===== src/rtl/stripe_tx_scheduler_pkg.sv =====
// Shared types and constants for the striper transmit scheduler.
package stripe_tx_scheduler_pkg;

    // Scheduler FSM states.
    typedef enum logic [1:0] {
        IDLE = 2'd0,
        XFER = 2'd1,
        SKP  = 2'd2
    } stripe_sched_state_e;

    // Symbol times between SKP ordered sets on a running link.
    localparam int STRIPE_SKP_INTERVAL_DEFAULT = 1180;

    // Requester index reached by stepping offs places past ptr, wrapping at n.
    function automatic int rr_index(input int ptr, input int offs, input int n);
        return (ptr + offs) % n;
    endfunction

endpackage


===== src/rtl/stripe_tx_scheduler_if.sv =====
// Requester and striper-facing signals of the transmit scheduler.
// master: the scheduler itself; slave: requesters plus striper.
interface stripe_tx_scheduler_if #(
    parameter int num_lanes = 4,
    parameter int num_req   = 2
);
    localparam int dw    = num_lanes * 8;
    localparam int gid_w = $clog2(num_req);

    logic [num_req-1:0]    req_valid;
    logic [num_req*dw-1:0] req_data;
    logic [num_req-1:0]    req_last;
    logic [num_req-1:0]    req_ready;
    logic                  out_valid;
    logic [dw-1:0]         out_data;
    logic                  out_last;
    logic                  out_ready;
    logic                  out_skp;
    logic                  out_skp_ack;
    logic [gid_w-1:0]      grant_id;
    logic                  busy;

    modport master (
        input  req_valid, req_data, req_last, out_ready, out_skp_ack,
        output req_ready, out_valid, out_data, out_last, out_skp, grant_id, busy
    );

    modport slave (
        output req_valid, req_data, req_last, out_ready, out_skp_ack,
        input  req_ready, out_valid, out_data, out_last, out_skp, grant_id, busy
    );
endinterface


===== src/rtl/stripe_rr_arb.sv =====
// Combinational round-robin pick: first valid requester after rr_ptr_i.
module stripe_rr_arb
    import stripe_tx_scheduler_pkg::*;
#(
    parameter  int num_req = 2,
    localparam int gid_w   = $clog2(num_req)
) (
    input  logic [num_req-1:0] req_valid_i,
    input  logic [gid_w-1:0]   rr_ptr_i,
    output logic [gid_w-1:0]   winner_o,
    output logic               any_valid_o
);

    logic found;

    // Scan from the requester after the last owner, wrapping round once.
    always_comb begin
        found    = 1'b0;
        winner_o = '0;
        for (int k = 1; k <= num_req; k++) begin
            if (!found && req_valid_i[rr_index(int'(rr_ptr_i), k, num_req)]) begin
                found    = 1'b1;
                winner_o = gid_w'(rr_index(int'(rr_ptr_i), k, num_req));
            end
        end
        any_valid_o = found;
    end

endmodule


===== src/rtl/stripe_tx_scheduler.sv =====
// Packet-atomic round-robin scheduler in front of byte_striper, with the
// SKP interval timer. SKP requests are only raised between packets.
//
// state | meaning
// IDLE  | between packets; SKP owed goes first, else grant a requester
// XFER  | words of grant_id's packet pass straight through to the striper
// SKP   | out_skp held until the striper acknowledges the ordered set
module stripe_tx_scheduler
    import stripe_tx_scheduler_pkg::*;
#(
    parameter int num_lanes    = 4,
    parameter int num_req      = 2,
    parameter int skp_interval = STRIPE_SKP_INTERVAL_DEFAULT
) (
    input logic                   clk,
    input logic                   rst,
    stripe_tx_scheduler_if.master sched
);

    localparam int dw    = num_lanes * 8;
    localparam int gid_w = $clog2(num_req);
    localparam int tmr_w = $clog2(skp_interval);
    localparam logic [tmr_w-1:0] tmr_last = tmr_w'(skp_interval - 1);

    stripe_sched_state_e state_q, state_d;
    logic [gid_w-1:0]    rr_ptr_q, rr_ptr_d;
    logic [gid_w-1:0]    grant_q, grant_d;
    logic [tmr_w-1:0]    timer_q, timer_d;
    logic                skp_pend_q, skp_pend_d;
    logic                tmr_expire;

    logic [gid_w-1:0]    arb_winner;
    logic                arb_any;

    logic                out_valid_c;
    logic                out_last_c;
    logic [dw-1:0]       out_data_c;
    logic [num_req-1:0]  req_ready_c;
    logic                out_skp_c;

    stripe_rr_arb #(.num_req(num_req)) u_arb (
        .req_valid_i (sched.req_valid),
        .rr_ptr_i    (rr_ptr_q),
        .winner_o    (arb_winner),
        .any_valid_o (arb_any)
    );

    // Free-running SKP timer; a second expiry while one SKP is owed is absorbed.
    always_comb begin
        tmr_expire = (timer_q == tmr_last);
        timer_d    = tmr_expire ? '0 : timer_q + tmr_w'(1);
        skp_pend_d = skp_pend_q;
        if (state_q == SKP && sched.out_skp_ack) begin
            skp_pend_d = 1'b0;
        end else if (tmr_expire) begin
            skp_pend_d = 1'b1;
        end
    end

    // Next state, grant/pointer updates and the output mux.
    always_comb begin
        state_d     = state_q;
        grant_d     = grant_q;
        rr_ptr_d    = rr_ptr_q;
        out_valid_c = 1'b0;
        out_last_c  = 1'b0;
        out_data_c  = '0;
        req_ready_c = '0;
        out_skp_c   = 1'b0;
        unique case (state_q)
            IDLE: begin
                if (skp_pend_q) begin
                    state_d = SKP;
                end else if (arb_any) begin
                    grant_d = arb_winner;
                    state_d = XFER;
                end
            end
            XFER: begin
                out_valid_c          = sched.req_valid[grant_q];
                out_last_c           = sched.req_last[grant_q];
                out_data_c           = sched.req_data[int'(grant_q)*dw +: dw];
                req_ready_c[grant_q] = sched.out_ready;
                if (out_valid_c && sched.out_ready && out_last_c) begin
                    rr_ptr_d = grant_q;
                    state_d  = IDLE;
                end
            end
            SKP: begin
                out_skp_c = 1'b1;
                if (sched.out_skp_ack) begin
                    state_d = IDLE;
                end
            end
            default: state_d = IDLE;
        endcase
    end

    // State registers; rr_ptr starts at the last requester so requester 0 wins first.
    always_ff @(posedge clk) begin
        if (rst) begin
            state_q    <= IDLE;
            rr_ptr_q   <= gid_w'(num_req - 1);
            grant_q    <= '0;
            timer_q    <= '0;
            skp_pend_q <= 1'b0;
        end else begin
            state_q    <= state_d;
            rr_ptr_q   <= rr_ptr_d;
            grant_q    <= grant_d;
            timer_q    <= timer_d;
            skp_pend_q <= skp_pend_d;
        end
    end

    assign sched.out_valid = out_valid_c;
    assign sched.out_last  = out_last_c;
    assign sched.out_data  = out_data_c;
    assign sched.req_ready = req_ready_c;
    assign sched.out_skp   = out_skp_c;
    assign sched.grant_id  = grant_q;
    assign sched.busy      = (state_q != IDLE);

endmodule


===== src/flat_wrapper.sv =====
// flat-port wrapper written by rule: the top's interface ports become plain ports
module stripe_tx_scheduler_flat import stripe_tx_scheduler_pkg::*;
#(
    parameter int num_lanes    = 4,
    parameter int num_req      = 2,
    parameter int skp_interval = STRIPE_SKP_INTERVAL_DEFAULT
)
  (clk, rst, sched_req_valid, sched_req_data, sched_req_last, sched_out_ready, sched_out_skp_ack, sched_req_ready, sched_out_valid, sched_out_data, sched_out_last, sched_out_skp, sched_grant_id, sched_busy);
  stripe_tx_scheduler_if #(.num_lanes(num_lanes), .num_req(num_req)) sched_i ();
  input logic clk;
  input logic rst;
  input wire logic [$bits(sched_i.req_valid)-1:0] sched_req_valid;
  input wire logic [$bits(sched_i.req_data)-1:0] sched_req_data;
  input wire logic [$bits(sched_i.req_last)-1:0] sched_req_last;
  input wire logic [$bits(sched_i.out_ready)-1:0] sched_out_ready;
  input wire logic [$bits(sched_i.out_skp_ack)-1:0] sched_out_skp_ack;
  output wire logic [$bits(sched_i.req_ready)-1:0] sched_req_ready;
  output wire logic [$bits(sched_i.out_valid)-1:0] sched_out_valid;
  output wire logic [$bits(sched_i.out_data)-1:0] sched_out_data;
  output wire logic [$bits(sched_i.out_last)-1:0] sched_out_last;
  output wire logic [$bits(sched_i.out_skp)-1:0] sched_out_skp;
  output wire logic [$bits(sched_i.grant_id)-1:0] sched_grant_id;
  output wire logic [$bits(sched_i.busy)-1:0] sched_busy;
  assign sched_i.req_valid = sched_req_valid;
  assign sched_i.req_data = sched_req_data;
  assign sched_i.req_last = sched_req_last;
  assign sched_i.out_ready = sched_out_ready;
  assign sched_i.out_skp_ack = sched_out_skp_ack;
  assign sched_req_ready = sched_i.req_ready;
  assign sched_out_valid = sched_i.out_valid;
  assign sched_out_data = sched_i.out_data;
  assign sched_out_last = sched_i.out_last;
  assign sched_out_skp = sched_i.out_skp;
  assign sched_grant_id = sched_i.grant_id;
  assign sched_busy = sched_i.busy;
  stripe_tx_scheduler #(.num_lanes(num_lanes), .num_req(num_req), .skp_interval(skp_interval)) u_core (.clk(clk), .rst(rst), .sched(sched_i));
endmodule

===== config.mk =====
export PLATFORM = sky130hd
export DESIGN_NAME = stripe_tx_scheduler_flat
export DESIGN_NICKNAME = d
export VERILOG_FILES = /design/src/rtl/stripe_tx_scheduler_pkg.sv /design/src/rtl/stripe_tx_scheduler_if.sv /design/src/rtl/stripe_rr_arb.sv /design/src/rtl/stripe_tx_scheduler.sv /design/src/flat_wrapper.sv
export SDC_FILE = /design/constraint.sdc
export NUM_CORES = 1
export LEC_CHECK = 0
export ABC_AREA = 1
export BUFFER_PORTS_ARGS = -buffer_cell sky130_fd_sc_hd__buf_4
export CELL_PAD_IN_SITES_DETAIL_PLACEMENT = 1
export CELL_PAD_IN_SITES_GLOBAL_PLACEMENT = 1
export CORE_MARGIN = 2
export CORE_UTILIZATION = 23
export CTS_CLUSTER_SIZE = 25
export DETAILED_ROUTE_END_ITERATION = 7
export PLACE_DENSITY_LB_ADDON = 0.1
export SETUP_SLACK_MARGIN = 0.02
export SLEW_MARGIN = 20
export SYNTH_ARGS = -nofsm -noshare
export SYNTH_HDL_FRONTEND = slang
export SYNTH_SLANG_ARGS = --single-unit
export TNS_END_PERCENT = 1

===== constraint.sdc =====
create_clock -name clk -period 1.8 [get_ports clk]
set_clock_uncertainty 0.05 [all_clocks]
set_input_delay 0.09 -clock clk [delete_from_list [all_inputs] [get_ports clk]]
set_output_delay 0.09 -clock clk [all_outputs]
set_load 0.03 [all_outputs]

After elaboration in Yosys (flattened, before gate mapping)
Cells that the tools add are included.
- reduce and logical (&&, ||, !) cells: 13
- shift-type cells: 1
- magnitude comparators: 4
- mux-type cells: 26
- equality and inequality tests: 6
- $add $sub $neg: 3
- bitwise gates (word level): 4
- operator list (kind ; count):
    $shiftx 64x7->32 ; 1
    $mux 32 ; 1
    $mux 1 ; 18
    $add 11x1->11 const B ; 1
    $eq 11x11->1 const B ; 1
    $mux 2 ; 5
    $lt 2x3->1 const B ; 2
    $pmux 2 s3 ; 1
    $reduce_and 3->1 ; 2
    $logic_and 1x1->1 ; 5
    $reduce_or 2->1 ; 2
    $ne 3x1->1 const B ; 1
    $add 1x1->1 const B ; 2
    $and 1x1->1 const A ; 2
    $and 2x2->2 ; 1
    $eq 2x1->1 const B ; 1
    $eq 2x2->1 const B ; 1
    $logic_not 2->1 ; 1
    $lt 1x2->1 const B ; 1
    $ne 2x1->1 const B ; 1
    $ne 2x2->1 const B ; 1
    $reduce_and 2->1 ; 1
    $reduce_bool 2->1 ; 1
    $demux 1 s1 ; 1
    3 further kinds ; 3
- output and inout bits: 39
- register bits: 16
- logic and storage cells: 62

Logic depth before layout (Yosys ltp)
- depth in word-level cells: 12
- mapped depth: 8

Modules after synthesis
A second synthesis with hierarchy kept.
- cell total of the unflattened synthesis: 234
- area, all modules: 1297.5 um2
- by module, submodules not included (module ; instances ; cells each ; area each (um2) ; seq. area each (um2)):
    stripe_tx_scheduler ; 1 ; 231 ; 1282.5 ; 320.3
    stripe_rr_arb ; 1 ; 3 ; 15.0 ; 0.0

Worst setup path before layout
Ideal clock, no wire load.
- kind: flip-flop to output port
- start point: register u_core.grant_q, in the netlist u_core.sched.grant_id
- end point: output port sched_out_data[22]
- required time: 1660 ps
- path slack: 235 ps
- stages on the path, launching flop included: 5
- arrival: 1425 ps
- cell sequence: dfxtp_1 buf_6 buf_2 nand2_1 a21oi_1
- word-level cells in the longest chain between the ends: 2
- ends and longest elaborated chain (item ; line ; source):
    start, declared ; stripe_tx_scheduler.sv:27 ; logic [gid_w-1:0] grant_q, grant_d;
    start signal, assigned ; stripe_tx_scheduler.sv:110 ; grant_q <= grant_d;
    $shiftx 64x7->32 ; stripe_tx_scheduler.sv:82 ; out_data_c = sched.req_data[int'(grant_q)*dw +: dw];
    $mux 32 ; stripe_tx_scheduler.sv:70 ; unique case (state_q)
    end, declared ; flat_wrapper.sv:19 ; output wire logic [$bits(sched_i.out_data)-1:0] sched_out_data;
No other way between the ends.

Worst setup path after layout
- start point: register u_core.grant_q, in the netlist u_core.sched.grant_id
- end point: output port sched_out_data[4]
Same word-level chain as after synthesis.

==> summary.txt <==
Critical path
  • Crit path required time: between 1.5 and 2 ns
  • CP arrival: ~1.4 ns
  • Startpoint types: register
  • Crit. End Element: output pin
  • R2R Setup Slk: ~0.36 ns
  • Critical Path Fanout Max: 24
  • Crit path kind: reg -> out

Floorplan
  • Die H: between 70 and 80 um
  • Initial Util: 23.8%
  • Core area: between 5000 and 6000 um^2
  • FP Rows: 27
  • Die Wd: 79.5 um
  • DIE AREA: 6320 um^2
  • # IOs: 111

Clocking
  • # Post-CTS Setup Buffers: 0
  • H-tree Lvls: 1
  • Clock Pin Slew Worst Setup and Hold Paths: 0.06 ns
  • CTS tree: yes
  • Num CTS Buffers: 3
  • Post-cts sizing count: 0
  • Clock insertion delay at the later pin of the skew report: between 0.2 and 0.25 ns
  • Hold buffers post-CTS: 1
  • Clock Path Buffers: 2
  • Root buf cell: clkbuf_8
  • Sink Count: 16

Logic synthesis
  • Mapped Cells: approximately 230
  • Unique masters post-synth: 22
  • Synth Cell Area: ~1300 um^2
  • Top cells by count, synth: nand2_1 (100), a21oi_1 (43), dfxtp_1 (16), inv_1 (16), nor2_1 (15)
  • Post-synth ARST share: 0%
  • Predominant post-synthesis flop cell: dfxtp_1
  • Number of synthesized register bits: 16
  • Count of flip-flops with a built-in enable after synthesis: 0
  • Mean Syn Cell Area: around 5.7 um^2
  • Synth area leader: nand2_1
  • Yosys warning count: 0
  • Sequential share of the synthesized area: between 20% and 30%
  • Cell with the most instances after synthesis: nand2_1
  • Share of the synthesized area in the top cell type: between 20 and 30%
  • Ranking of synthesized cells by area: nand2_1 (29%), dfxtp_1 (24%), a21oi_1 (16%), inv_1 (4.6%), nor2_1 (4.3%)
  • Synthesized net count: 304

Route
  • Initial drt markers: 37
  • Met2 wire length: 2.71 mm
  • Drt first pass iters: 4
  • DRT antenna net count: 0
  • Drt via density: roughly 4.6
  • DR DRC count: 0
  • Routed WL: 5.47 mm
  • WL met3: around 470 um
  • Met1 wire length: approximately 2.3 mm
  • WL/cell: 13.3 um
  • DR top layer: met4
  • Vias: 1875

Worst hold path
  • Worst hold path class: in -> reg

Power and ir drop
  • Peak supply drop: between 0.5 and 0.6 mV
  • Lkg Pwr: between 1 and 1.5 nW
  • Pwr Density: about 530 nW/um^2

STA
  • Final hold vios: 0
  • RSZ-0062 raised after global routing: no
  • Slew margin rel.: 84.6%
  • # setup viols final: 0
  • Slew Viols, Final: 0
  • Setup TNS: 0 ns
  • Fmax: 0.654 GHz
  • Fin crit period: roughly 1.5 ns
  • Fin crit share: ~85%
  • Worst slew pin tran: 0.231 ns

GRT
  • Vias in the first global route: 1803
  • First-pass GRT wire length: between 8 and 9 mm
  • Initial antenna violation count: 0
  • Total grt overflow: 0
  • Overall Global Routing Usage: approximately 16%
  • Largest net degree at the start of global routing: 38

Place
  • DP Wirelength: 4.38 mm
  • IO Port Bufs: between 100 and 150
  • Routability cong.: 0.754

Cells and area
  • Share of cells above drive strength 1: a little under two fifths
  • Final nets: just over 400
  • Layout area overhead: 72.8%
  • Fillers: ~740
  • Ant. Diodes: 0
  • Flip-flop and latch area: between 300 and 400 um^2
  • Multi-input gate area: between 800 and 900 um^2
  • Final core utilization: roughly two fifths

Outcome
  • Status: completed

Job
  • Max-cap check violation count: 0
-- power by group --
| part | switching [mW] | leakage [nW] | internal, mW |
|---|---|---|---|
| Sequential | 0.0107 | 0.130 | 0.365 |
| Clock | 0.109 | 0.0216 | 0.148 |
| Combinational | 0.326 | 0.972 | 0.252 |
| Total | 0.446 | 1.12 | 0.765 |
-- per-layer routing --
metal | track usage, % | vias up
met3 | 3.73 | 4
met2 | 29.3 | 67
met1 | 20.0 | 848
li1 | - | 956
met4 | 1.72 | 0
met5 | 0 | -
-- cells in the final DEF, fill, tap and decap left out --
| master | Yosys | final |
|---|---|---|
| a21oi_1 | 43 | 43 |
| buf_12 | 0 | 2 |
| buf_4 | 0 | 113 |
| clkbuf_8 | 0 | 3 |
| dfxtp_1 | 16 | 16 |
| dlygate4sd3_1 | 0 | 1 |
| ha_1 | 1 | 1 |
| inv_1 | 16 | 16 |
| inv_2 | 1 | 1 |
| inv_4 | 1 | 1 |
| nand2_1 | 100 | 100 |
| nand2_4 | 1 | 1 |
| nand3_1 | 9 | 9 |
| nand3_2 | 1 | 1 |
| nand3b_1 | 2 | 2 |
| nand4_1 | 3 | 3 |
| nor2_1 | 15 | 15 |
| nor2_2 | 5 | 5 |
| nor2_4 | 1 | 1 |
| nor3_1 | 1 | 1 |
| o21a_1 | 1 | 1 |
| o21ai_1 | 1 | 1 |
| xnor2_1 | 1 | 1 |
| xor2_1 | 2 | 2 |
-- worst max-delay path: stages (launching register included) --
cell	delay, ns
dfxtp_1	0.36
inv_4	0.22
buf_4	0.19
nand2_1	0.05
a21oi_1	0.14
buf_4	0.18
-- sequential cells by signal, indices dropped and copies added (netlist names) --
register,flops
u_core.timer_q,11
u_core.state_q,2
u_core.skp_pend_q,1
u_core.sched.grant_id,1
u_core.rr_ptr_q,1
-- path summary, 6_finish.rpt --
| check | start | endpoint | cells after the start |
|---|---|---|---|
| setup / recovery | u_core.sched.grant_id$_SDFFE_PP0P_ | sched_out_data[4] | 5 |
| hold / removal | sched_out_skp_ack | u_core.skp_pend_q$_SDFFE_PP0N_ | 4 |
| setup reg to reg | u_core.timer_q[0]$_SDFF_PP0_ | u_core.timer_q[5]$_SDFF_PP0_ | 6 |
| hold reg to reg | u_core.skp_pend_q$_SDFFE_PP0N_ | u_core.skp_pend_q$_SDFFE_PP0N_ | 2 |
-- cell families (layout without fill, tap and decap cells) --
logic type / count (synthesis) / count (layout) / synth area share [%]
buffers and inverters: 28 / 137 / 11.1
flip-flops: 16 / 16 / 24.4
AND/OR/NAND/NOR: 138 / 138 / 44.2
AO/OA/AOI/OAI: 45 / 45 / 17.4
adder cells (fa/ha/maj): 1 / 1 / 0.954
XOR/XNOR: 3 / 3 / 2.00
-- area by class of cell --
class	instances	share of cell area (%)
well taps	72	3.98
repair buffers	116	39.6
multi-input cells	187	37.3
inverters	18	3.09
flip-flops and latches	16	14.1
clock buffers	3	1.82
-- through the flow --
step / cells / hold slack, ns / instance area, um^2 / setup WS (ns) / power, mW
2_1_floorplan: 231 / 0.109 / 1310 / 0.235 / 0.692
3_3_place_gp: 408 / 0.220 / 2210 / 0.445 / 0.959
3_5_place_dp: 408 / 0.225 / 2210 / 0.378 / 0.965
4_1_cts: 412 / 0.0620 / 2270 / 0.227 / 1.23
5_1_grt: 412 / 0.0806 / 2270 / 0.114 / 1.29
6_report: 412 / 0.0624 / 2270 / 0.271 / 1.21
No activity file was read; power rests on OpenSTA's default activity.
